[config.mk]
export PLATFORM = sky130hd
export DESIGN_NAME = matrix_loader
export DESIGN_NICKNAME = d
export VERILOG_FILES = /design/src/rtl/matrix_loader_pkg.sv /design/src/rtl/matrix_loader_vec_regs.sv /design/src/rtl/matrix_loader.sv
export SDC_FILE = /design/constraint.sdc
export NUM_CORES = 1
export LEC_CHECK = 0
export BUFFER_PORTS_ARGS = -buffer_cell sky130_fd_sc_hd__buf_2
export CAP_MARGIN = 20
export CORE_MARGIN = 5
export CORE_UTILIZATION = 50
export DETAILED_ROUTE_END_ITERATION = 7
export PLACE_DENSITY = 0.7
export SYNTH_ARGS = -nofsm -noshare
export SYNTH_HDL_FRONTEND = slang
export SYNTH_HIERARCHICAL = 1
export SYNTH_SLANG_ARGS = --single-unit
[constraint.sdc]
create_clock -name clk -period 3.4 [get_ports clk]
set_input_delay 0.34 -clock clk [delete_from_list [all_inputs] [get_ports clk]]
set_output_delay 0.34 -clock clk [all_outputs]
set_load 0.01 [all_outputs]
[src/rtl/matrix_loader_pkg.sv]
// Shared types for the matrix loader: FSM states, pair layout and a wrap counter helper.
package matrix_loader_pkg;

  typedef enum logic [1:0] {L_IDLE, L_VEC, L_MAT, L_START} LOAD_STATE_e;

  localparam int ELEM_W = 8;

  typedef struct packed {
    logic [ELEM_W-1:0] m;
    logic [ELEM_W-1:0] v;
  } pair_t;

  // Increment a 3-bit counter, returning to zero after 'last'.
  function automatic logic [2:0] wrap_inc(input logic [2:0] val, input logic [2:0] last);
    return (val == last) ? 3'd0 : val + 3'd1;
  endfunction

endpackage

[src/rtl/matrix_loader_vec_regs.sv]
// loader_vec_regs: NMAX x DW vector store, one synchronous write port,
// one asynchronous read port, asynchronous active-low reset.
module loader_vec_regs
  import matrix_loader_pkg::*;
#(
  parameter int DW   = 8,
  parameter int NMAX = 7
) (
  input  logic          clk,
  input  logic          rst,
  input  logic          we,
  input  logic [2:0]    waddr,
  input  logic [DW-1:0] wdata,
  input  logic [2:0]    raddr,
  output logic [DW-1:0] rdata
);

  logic [DW-1:0] mem [NMAX];

  // Register file write; reset clears every entry.
  always_ff @(posedge clk or negedge rst) begin
    if (!rst) begin
      for (int unsigned i = 0; i < NMAX; i++) mem[i] <= '0;
    end else if (we) begin
      for (int unsigned i = 0; i < NMAX; i++)
        if (waddr == 3'(i)) mem[i] <= wdata;
    end
  end

  // Asynchronous read; out-of-range addresses return zero.
  always_comb begin
    rdata = '0;
    for (int unsigned i = 0; i < NMAX; i++)
      if (raddr == 3'(i)) rdata = mem[i];
  end

endmodule

[src/rtl/matrix_loader.sv]
// matrix_loader: takes N vector elements then N*N row-major matrix elements
// and pushes {m[r][c], v[c]} into FIFO (r mod NPROC), then pulses start.
// Optional feature: define LOADER_ABORT_EN to add the abort input.
module matrix_loader
  import matrix_loader_pkg::*;
#(
  parameter int DW    = 8,
  parameter int NPROC = 4,
  parameter int NMAX  = 7
) (
  input  logic              clk,
  input  logic              rst,
  input  logic [2:0]        cfg_n,
  input  logic              cfg_valid,
  input  logic [DW-1:0]     in_data,
  input  logic              in_valid,
`ifdef LOADER_ABORT_EN
  input  logic              abort,
`endif
  output logic              in_ready,
  input  logic [NPROC-1:0]  full,
  output logic [NPROC-1:0]  push,
  output logic [2*DW-1:0]   push_data,
  output logic [2:0]        n_out,
  output logic              start,
  output logic              busy,
  output logic              cfg_err
);

  LOAD_STATE_e state, state_nxt;
  logic [2:0]    col, col_nxt;
  logic [2:0]    row, row_nxt;
  logic [2:0]    proc_idx, proc_nxt;
  logic [2:0]    n_reg, n_nxt;
  logic [2:0]    n_last;
  logic          cfg_err_nxt;
  logic          cfg_legal;
  logic          full_tgt;
  logic          vec_we;
  logic [DW-1:0] vec_rdata;
  logic          abort_i;

`ifdef LOADER_ABORT_EN
  assign abort_i = abort;
`else
  assign abort_i = 1'b0;
`endif

  assign n_last    = n_reg - 3'd1;
  assign cfg_legal = (cfg_n != 3'd0) && (cfg_n <= 3'(NMAX));
  assign n_out     = n_reg;
  assign busy      = (state != L_IDLE);
  assign push_data = {in_data, vec_rdata};

  loader_vec_regs #(
    .DW   (DW),
    .NMAX (NMAX)
  ) u_vec (
    .clk   (clk),
    .rst   (rst),
    .we    (vec_we),
    .waddr (col),
    .wdata (in_data),
    .raddr (col),
    .rdata (vec_rdata)
  );

  // State, counter, latched order and error-pulse registers.
  always_ff @(posedge clk or negedge rst) begin
    if (!rst) begin
      state    <= L_IDLE;
      col      <= '0;
      row      <= '0;
      proc_idx <= '0;
      n_reg    <= '0;
      cfg_err  <= 1'b0;
    end else begin
      state    <= state_nxt;
      col      <= col_nxt;
      row      <= row_nxt;
      proc_idx <= proc_nxt;
      n_reg    <= n_nxt;
      cfg_err  <= cfg_err_nxt;
    end
  end

  // Next-state, counter updates, handshake and push decode.
  always_comb begin
    state_nxt   = state;
    col_nxt     = col;
    row_nxt     = row;
    proc_nxt    = proc_idx;
    n_nxt       = n_reg;
    cfg_err_nxt = 1'b0;
    in_ready    = 1'b0;
    push        = '0;
    start       = 1'b0;
    vec_we      = 1'b0;
    full_tgt    = 1'b0;

    for (int unsigned i = 0; i < NPROC; i++)
      if (proc_idx == 3'(i)) full_tgt = full[i];

    case (state)
      L_IDLE: begin
        if (cfg_valid) begin
          if (cfg_legal) begin
            n_nxt     = cfg_n;
            col_nxt   = '0;
            row_nxt   = '0;
            proc_nxt  = '0;
            state_nxt = L_VEC;
          end else begin
            cfg_err_nxt = 1'b1;
          end
        end
      end
      L_VEC: begin
        in_ready = 1'b1;
        if (in_valid) begin
          vec_we = 1'b1;
          if (col == n_last) begin
            col_nxt   = '0;
            state_nxt = L_MAT;
          end else begin
            col_nxt = col + 3'd1;
          end
        end
      end
      L_MAT: begin
        in_ready = ~full_tgt;
        if (in_valid && !full_tgt) begin
          for (int unsigned i = 0; i < NPROC; i++)
            if (proc_idx == 3'(i)) push[i] = 1'b1;
          if (col == n_last) begin
            col_nxt  = '0;
            row_nxt  = row + 3'd1;
            proc_nxt = wrap_inc(proc_idx, 3'(NPROC - 1));
            if (row == n_last) state_nxt = L_START;
          end else begin
            col_nxt = col + 3'd1;
          end
        end
      end
      L_START: begin
        start     = 1'b1;
        state_nxt = L_IDLE;
      end
      default: state_nxt = L_IDLE;
    endcase

    // Abort overrides everything decoded above, including a same-cycle transfer.
    if (abort_i) begin
      state_nxt   = L_IDLE;
      col_nxt     = '0;
      row_nxt     = '0;
      proc_nxt    = '0;
      cfg_err_nxt = 1'b0;
      in_ready    = 1'b0;
      push        = '0;
      start       = 1'b0;
      vec_we      = 1'b0;
    end
  end

endmodule

==> impl_metrics.json <==
{
  "syn_to_final_growth_pct": 14.1,
  "syn_avg_cell_area_um2": 12.6,
  "fin_crit_ps": 2880,
  "start_kind": "flop",
  "grt_antenna_before_repair": 0,
  "hold_buffers": 0,
  "synth_adder_area_share": 0.0393,
  "rr_startpoint": "proc_idx[1]",
  "crit_path_end": "push[0]",
  "tightest_slew_ps": 801,
  "cts_tree": "yes",
  "hold_violations": 0,
  "cts_setup_buffers": 0,
  "ff2ff_path_depth": 7,
  "yosysSeqAreaShare": 0.465,
  "p_leak_nw": 2.03,
  "syn_area_um2": 3820,
  "drtIter0Drc": 91,
  "grt_pass1_vias": 2616,
  "ir_worst_vdd_mv": 0.374,
  "grt_pass1_wl_um": 13300,
  "clockBufferDepth": 2,
  "track_usage": 0.174,
  "maxSlewHeadroom": 0.466,
  "synthXorXnorAreaFrac": 0.0131,
  "fp.dieW_um": 97.4,
  "end_kind": "output port",
  "drtAntennaViolNets": 0,
  "netlist-cell-type-count": 48,
  "synth_top_family_by_area": "multiplexers",
  "critPathKind": "reg2out",
  "grt_max_degree": 40,
  "cts_resized": 0,
  "pin_count": 46,
  "r2r_end": "col[0]",
  "synth-edff-count": 0,
  "diodes": 0,
  "clk_pin_slew_ps": 80,
  "reg2reg_slack_ps": 1050,
  "async_flop_share": 1.00,
  "clock_skew_ps": 8.66,
  "final_cells": 451,
  "ys_ff_latch": 71,
  "final_nets": 378,
  "core_area_um2": 7330,
  "fp-row-count": 31,
  "cp-startpoint": "state[0]",
  "final.setup.worst_slack_ps": 525,
  "port_buffers": 45,
  "yosys_warnings": 6,
  "cts_buffers": 9,
  "wl_per_cell_um": 17.3,
  "dp_hpwl_um": 5330,
  "viasPerCell": 5.68,
  "critPathArrivalTime_ps": 2540,
  "overflow": 0,
  "insertion_delay_ps": 350,
  "firstDrtPassIters": 4,
  "drt_wl_total_um": 7800,
  "final_common_cell": "dfrtp_1",
  "drive_gt1_frac": 0.412,
  "slew_viol_final": 0,
  "synth_compound_area_frac": 0.0914,
  "synthCells": 303,
  "cts_sinks": 71,
  "hold_path.class": "in2async",
  "grt_setup_unrepaired": "no",
  "synth_mux_area_frac": 0.248,
  "dp_cells": 435,
  "p_per_area_nw_per_um2": 900,
  "crit_fanout": 20,
  "setup_viol": 0,
  "die_h_um": 97.4,
  "gp_congestion": 0.723,
  "nFillCells": 594,
  "final_cell_mix": "71 x dfrtp_1, 60 x mux2_2, 45 x buf_2",
  "synth_nets": 334,
  "cts-htree-levels": 3,
  "drv_cap": 0,
  "dp_slack_ps": 923,
  "tns_ps": 0,
  "drc": 0,
  "fmax_mhz": 348,
  "yosys.area_share.simple": 0.101,
  "synthFlopType": "dfrtp_1",
  "status": "finished, final reports clean",
  "die_area_um2": 9490,
  "required_ps": 3060,
  "root_buffer": "clkbuf_8",
  "start_util": 0.521,
  "finalCritPeriodShare": 0.846,
  "vias": 2561
}
[cells in the mapped netlist (all sizes together), types with 2 or more instances]
| library cell | number | area [um2] |
|---|---|---|
| a2111oi | 2 | 18.8 |
| a211oi | 2 | 20.0 |
| a21boi | 3 | 26.3 |
| a21oi | 6 | 30.0 |
| a22o | 3 | 26.3 |
| a2bb2oi | 4 | 35.0 |
| and2 | 6 | 38.8 |
| buf | 17 | 118 |
| dfrtp | 71 | 1780 |
| ha | 12 | 150 |
| inv | 11 | 41.3 |
| mux2 | 60 | 676 |
| mux2i | 9 | 90.1 |
| mux4 | 8 | 180 |
| nand2 | 14 | 52.6 |
| nand2b | 5 | 38.8 |
| nand3 | 4 | 20.0 |
| nand3b | 3 | 22.5 |
| nand4b | 4 | 35.0 |
| nor2 | 9 | 33.8 |
| nor2b | 3 | 18.8 |
| nor3 | 6 | 52.6 |
| nor3b | 2 | 37.5 |
| o211ai | 4 | 30.0 |
| o21ai | 12 | 60.1 |
| o221ai | 2 | 17.5 |
| o22ai | 4 | 25.0 |
| o2bb2ai | 4 | 35.0 |
| xor2 | 3 | 26.3 |
[registers in the layout, summed over array words and instances (netlist names)]
| signal | cells |
|---|---|
| proc_idx | 3 |
| col | 3 |
| n_out | 3 |
| cfg_err | 1 |
| state | 2 |
| u_vec/mem | 56 |
| row | 3 |
[cell type report]
cell class | count | area [um2] | area share
clock buffer | 10 | 138 | 0.0316
clock inverter | 6 | 116 | 0.0267
sequential | 71 | 1780 | 0.407
multi-input combinational | 203 | 1880 | 0.432
inverter | 11 | 41.3 | 0.00947
timing repair buffer | 51 | 283 | 0.0648
tap | 99 | 124 | 0.0284
[critical path, stage by stage (launching register included)]
cell	delay (ps)
dfrtp_1	420
inv_1	120
ha_1	560
nand2_1	140
a2111oi_0	600
and2_1	220
buf_2	130
[per-layer routing]
metal	track usage	wire (um)
met1	0.243	3630
met2	0.269	3750
met3	0.0302	292
met4	0.0692	126
met5	0	0
[worst min path at each step]
stage / from / endpoint / slack (ps)
2_1_floorplan: rst / cfg_err / 40
3_3_place_gp: rst / proc_idx[2] / 450
3_5_place_dp: rst / proc_idx[2] / 460
4_1_cts: rst / u_vec/mem[21] / 80
5_1_grt: rst / proc_idx[2] / 130
6_report: rst / proc_idx[2] / 50
[where the power goes]
part           internal (mW)  total (mW)  switching (mW)
clock                  0.512       0.847           0.335
combinational          0.851        1.66           0.811
sequential              1.15        1.41           0.264
[per-stage QoR]
stage                     hold slack, ps  total power, mW  utilization  area, um2
after global placement               451             3.04        0.560       4110
final                               51.6             3.92        0.595       4360
after floorplan                     44.4             2.65            -       3820
after detailed placement             462             3.09        0.560       4110
after global routing                 127             4.20        0.595       4360
after CTS                           80.2             3.95        0.595       4360
[cells by family after synthesis]
| family | Yosys count |
|---|---|
| XOR/XNOR | 4 |
| adder cells (fa/ha/maj) | 12 |
| flip-flops | 71 |
| multiplexers | 77 |
| buffers and inverters | 29 |
| AO/OA/AOI/OAI | 49 |
| AND/OR/NAND/NOR | 61 |
Power figures use the tool's default switching activity.
